File: src/rtl/rom_arbiter.sv
// Round-robin front end that lets two requesters share one synchronous-read ROM.
// Each accepted request runs IDLE -> ADDR -> CAPT and returns one word with a valid pulse.
module rom_arbiter #(
    parameter int WIDTH     = 8,
    parameter int DEPTH     = 16,
    parameter int DEPTH_LOG = $clog2(DEPTH)
) (
    input  logic                 clk,
    input  logic                 reset,
    input  logic                 req_0,
    input  logic [DEPTH_LOG-1:0] addr_0,
    output logic                 gnt_0,
    output logic                 valid_0,
    input  logic                 req_1,
    input  logic [DEPTH_LOG-1:0] addr_1,
    output logic                 gnt_1,
    output logic                 valid_1,
    output logic [DEPTH_LOG-1:0] rom_addr,
    input  logic [WIDTH-1:0]     rom_data,
    output logic [WIDTH-1:0]     data_out,
    output logic                 busy
);

    typedef enum logic [1:0] {IDLE, ADDR, CAPT} state_t;

    state_t state;
    state_t state_next;
    logic   any_req;
    logic   winner;
    logic   grant;
    logic   capture;
    logic   last;
    logic   owner;

    // Under contention the requester that was not served last wins.
    assign any_req = req_0 | req_1;
    assign winner  = (req_0 & req_1) ? ~last : req_1;

    // NOTE: sequential state uses non-blocking assignments so every register
    // samples the pre-edge values; combinational blocks use blocking ones.
    always_ff @(posedge clk) begin
        if (reset) state <= IDLE;
        else       state <= state_next;
    end

    // NOTE: state_next gets a default before the case so no latch is inferred.
    always_comb begin
        state_next = state;
        case (state)
            IDLE:    if (any_req) state_next = ADDR;
            ADDR:    state_next = CAPT;
            CAPT:    state_next = IDLE;
            default: state_next = IDLE;
        endcase
    end

    always_comb begin
        busy    = (state != IDLE);
        grant   = (state == IDLE) && any_req;
        capture = (state == CAPT);
    end

    // Pulses are recomputed every edge, so they fall after one cycle by construction.
    always_ff @(posedge clk) begin
        if (reset) begin
            rom_addr <= '0;
            data_out <= '0;
            gnt_0    <= 1'b0;
            gnt_1    <= 1'b0;
            valid_0  <= 1'b0;
            valid_1  <= 1'b0;
            owner    <= 1'b0;
            last     <= 1'b1;
        end else begin
            gnt_0   <= grant & ~winner;
            gnt_1   <= grant & winner;
            valid_0 <= capture & ~owner;
            valid_1 <= capture & owner;
            if (grant) begin
                rom_addr <= winner ? addr_1 : addr_0;
                owner    <= winner;
                last     <= winner;
            end
            if (capture) data_out <= rom_data;
        end
    end

endmodule

File: config.mk
export PLATFORM = sky130hd
export DESIGN_NAME = rom_arbiter
export DESIGN_NICKNAME = d
export VERILOG_FILES = /design/src/rtl/rom_arbiter.sv
export SDC_FILE = /design/constraint.sdc
export NUM_CORES = 1
export LEC_CHECK = 0
export CELL_PAD_IN_SITES_DETAIL_PLACEMENT = 0
export CELL_PAD_IN_SITES_GLOBAL_PLACEMENT = 1
export CORE_MARGIN = 4
export CORE_UTILIZATION = 30
export DETAILED_ROUTE_END_ITERATION = 8
export PLACE_DENSITY_LB_ADDON = 0.1
export SYNTH_ARGS = -nofsm -noshare
export SYNTH_HDL_FRONTEND = slang
export SYNTH_SLANG_ARGS = --single-unit
File: constraint.sdc
create_clock -name clk -period 1.9 [get_ports clk]
set_input_delay 0.475 -clock clk [delete_from_list [all_inputs] [get_ports clk]]
set_output_delay 0.475 -clock clk [all_outputs]
set_load 0.02 [all_outputs]
After elaboration in Yosys (flattened, before gate mapping) --
Cells that the tools add are included.
Storage, ports and cells: bits in registers 20, word-level logic and storage cells 28
Cells by class: equality and inequality tests 3, mux-type cells 4, bitwise gates (word level) 9, reductions and logical operators 3
Operators with widths (number):
- bitwise AND 1 bit | 5
- 2-to-1 mux 4 bit | 1
- case mux 2 bit (2 select lines) | 1
- inverter 1 bit | 3
- equality test 2 x 1 -> 1 bit (second input constant) | 1
- equality test 2 bit (second input constant) | 1
- logical NOT 2 bit | 1
- 2-to-1 mux 2 bit | 1
- != test 2 bit (second input constant) | 1
- nonzero test 2 bit | 1
- logical AND 1 bit | 1
- 2-to-1 mux 1 bit | 1
- bitwise OR 1 bit | 1

Longest topological paths before layout --
depth in word-level cells 4, gate-level depth with buffers 4

Worst setup path before layout --
OpenSTA, ideal clock, no wires.
kind input-to-reg, start point input port req_1, end point register rom_addr[0], setup time 0.137 ns, data arrival time 1.021 ns, required time 1.763 ns, slack 0.742 ns, stages on the path 3, buffers on the path 0, path through a21boi_4 mux2i_1 a211oi_2
On the way: longest elaborated chain between the ends 3, elaborated cells on any way between the ends 5, those cells by class mux (2); bitwise (2); reduce/logical (1)
RTL lines:
- start, declared | RTL line 14 | input logic req_1,
- bitwise AND 1 bit | RTL line 37 | assign winner = (req_0 & req_1) ? ~last : req_1;
- 2-to-1 mux 1 bit | RTL line 37
- 2-to-1 mux 4 bit | RTL line 80 | rom_addr <= winner ? addr_1 : addr_0;
- end signal, assigned | RTL line 80
- end, declared | RTL line 18 | output logic [DEPTH_LOG-1:0] rom_addr,
Several ways; a longest one is shown, not always the timed one. A chain may end at the register's enable or synchronous reset.

Worst setup path in the final report --
start point register rom_addr[2], end point output port rom_addr[2]
No word-level cell between the ends.

==> flow_metrics.py <==
metrics = {
    "run_status": {
        "outcome": "completed",
    },
    "synth": {
        "synth-compound-area-share": 0.196,
        "syn_inst": 81,
        "synth_seq_cells": 20,
        "synth-simple-area-share": 0.197,
        "synth-adder-area-share": 0,
        "syn-cell-area_sq_um": 761,
        "ys_warn_count": 0,
        "avgSynthCellArea_sq_um": 9.39,
        "synth_mux_area_frac": 0.0526,
        "ys_types": 19,
        "synth_nets": 101,
        "yosys.area_share.xor_xnor": 0,
        "synth_top_family_by_area": "simple AND/OR/NAND/NOR gates",
        "yosysSeqAreaShare": 0.526,
    },
    "clock_network": {
        "path_clk_slew_ns": 0.10,
        "clock_path_buffers": 2,
        "ctsRootBufferMaster": "clkbuf_4",
        "cts_tree": "done",
        "postCtsHoldBufs": 0,
        "htree_levels": 1,
        "cts.sinks": 20,
        "clkLatencyLatePin_ns": 0.29,
        "cts_inserted_buffers": 3,
    },
    "sta": {
        "setup-violations-final": 0,
        "whs_ns": 0.455,
        "fmax_mhz": 576,
        "min_period_ns": 1.74,
        "fin_skew_ns": 0.000789,
        "setup_tns_ns": 0,
        "rsz0062_at_grt": "false",
        "max_slew_margin": 0.628,
        "min_period_over_period": 0.914,
        "hold_viol_final": 0,
        "slew_viol_final": 0,
        "tightest_slew_ns": 0.558,
        "final.setup.worst_slack_ns": 0.164,
    },
    "worst_hold_path": {
        "min_path_type": "register to register",
    },
    "global_route": {
        "grt-ovfl-total": 0,
        "grt_usage": 0.115,
        "grt_pass1_wl_um": 2970,
        "grt_pass1_vias": 685,
        "grt_max_degree": 11,
        "grt_antenna_before_repair": 0,
    },
    "floorplanning": {
        "die_h_um": 58.4,
        "die_w_um": 58.4,
        "io_pins": 37,
        "fp-row-count": 17,
        "coreArea_sq_um": 2320,
        "dieArea_sq_um": 3410,
        "initial_core_util": 0.328,
    },
    "critical_path": {
        "crit_chain": "clkdlybuf4s50_1",
        "slowest_stage": "clkdlybuf4s50_1",
        "slowest_delay_ns": 0.61,
        "crit_path_end_kind": "primary output",
        "cpLargestDelayFamily": "buffers and inverters",
        "crit_path_max_fanout": 2,
        "crit_buf_inv": 1,
        "path_class": "register to primary output",
        "critPathLaunchType": "register",
        "crit_required_ns": 1.42,
        "crit_arrival_ns": 1.26,
    },
    "placed_design": {
        "io_buffers": 36,
        "placed_area_sq_um": 1160,
        "pre_cts_ws_ns": 0.0939,
        "dp_hpwl_um": 1430,
        "gp_congestion": 0.693,
    },
    "pwr": {
        "intPower_mw": 0.630,
        "combPwrFrac": 0.241,
        "seq_power_share": 0.535,
        "switching_power_mw": 0.234,
        "pwr-share-clk": 0.224,
        "p_leak_nw": 0.436,
        "power_density_nw_per_um2": 727,
        "total_power_mw": 0.865,
        "sw_frac_of_total": 0.271,
        "ir_worst_vdd_uv": 470,
    },
    "cells_and_area": {
        "final_common_cell": "clkdlybuf4s50_1",
        "n_fill_cell": 225,
        "area_growth_pct": 56.4,
        "diodes": 0,
        "drive_gt1_frac": 0.125,
        "final_nets": 142,
        "final_cell_mix": "clkdlybuf4s50_1 (35), dfxtp_1 (20), nand2_1 (19), a21oi_1 (13)",
        "regArea_sq_um": 400,
        "final_area_sq_um": 1190,
        "multiInputGateArea_sq_um": 339,
    },
    "route": {
        "first_iter_violations": 1,
        "routed_wl_um": 1830,
        "wl_per_cell_um": 12.4,
        "drc": 0,
        "vias_per_cell": 4.58,
        "vias": 678,
        "dr.pass1.iters": 2,
        "drtAntennaViolNets": 0,
    },
    "flow_run": {
        "drv_cap": 0,
    },
}
==> per-layer routing <==
metal,vias up,track usage,wire length (um)
met3,2,0.0570,140
li1,357,-,-
met2,18,0.179,869
met1,301,0.138,801
met4,0,0.0397,20
met5,-,0,0
==> power groups by stage <==
| stage | Sequential, mW | Combinational, mW | Clock, mW |
|---|---|---|---|
| 6_report | 0.462 | 0.209 | 0.194 |
| 4_1_cts | 0.463 | 0.213 | 0.208 |
| 2_1_floorplan | 0.495 | 0.0810 | 0 |
| 3_3_place_gp | 0.472 | 0.206 | 0 |
| 5_1_grt | 0.466 | 0.226 | 0.224 |
| 3_5_place_dp | 0.472 | 0.210 | 0 |
==> kinds of logic (layout without fill, tap and decap cells) <==
kind of cell | Yosys count | after routing
flops | 20 | 20
compound gates | 20 | 20
buf+inv | 5 | 44
simple gates | 32 | 32
mux | 4 | 4
==> synth_stat cells <==
cell type | instances | area (sq um)
a211oi_2 | 4 | 50.1
a21boi_4 | 1 | 18.8
a21oi_1 | 13 | 65.1
a221o_1 | 1 | 10.0
buf_2 | 2 | 10.0
clkbuf_1 | 2 | 7.51
dfxtp_1 | 20 | 400
inv_2 | 1 | 3.75
mux2i_1 | 4 | 40.0
nand2_1 | 19 | 71.3
nand2b_1 | 1 | 6.26
nor2_1 | 3 | 11.3
nor2_2 | 1 | 6.26
nor2_4 | 1 | 11.3
nor2b_1 | 2 | 12.5
nor3_1 | 2 | 10.0
nor3b_1 | 2 | 15.0
o21ai_0 | 1 | 5.00
or2_1 | 1 | 6.26
==> through the flow <==
stage,utilization,instances
2_1_floorplan,-,81
3_3_place_gp,0.501,144
3_5_place_dp,0.501,144
4_1_cts,0.513,148
5_1_grt,0.513,148
6_report,0.513,148
==> path summary, 6_finish.rpt <==
path / startpoint / end / slack, ns / cells past startpoint
setup / recovery: rom_addr[2]$_SDFFE_PP0P_ / rom_addr[2] / 0.16 / 1
hold reg to reg: owner$_SDFFE_PP0P_ / valid_0$_SDFF_PP0_ / 0.45 / 1
hold / removal: owner$_SDFFE_PP0P_ / valid_0$_SDFF_PP0_ / 0.45 / 1
setup reg to reg: state[1]$_SDFFE_PP0P_ / data_out[3]$_SDFFE_PP0N_ / 0.67 / 3
==> timing repair <==
item / 4_1_cts / 5_1_grt
setup buffers: 1 / 0
resized for setup: 1 / 0
endpoints found under the setup margin: 1 / 0
hold endpoints to repair: 0 / 0
==> state kept, by name, indices dropped and copies added (netlist names) <==
| name | count |
|---|---|
| state | 2 |
| data_out | 8 |
| valid_1 | 1 |
| rom_addr | 4 |
| gnt_1 | 1 |
| owner | 1 |
| last | 1 |
| valid_0 | 1 |
| gnt_0 | 1 |
==> area by class of cell <==
type                            instances  area share
Timing Repair Buffer                   40       0.327
Clock buffer                            3      0.0189
Tap cell                               28      0.0294
Multi-Input combinational cell         56       0.285
Sequential cell                        20       0.336
Inverter                                1     0.00315
No activity file was read; power rests on OpenSTA's default activity.
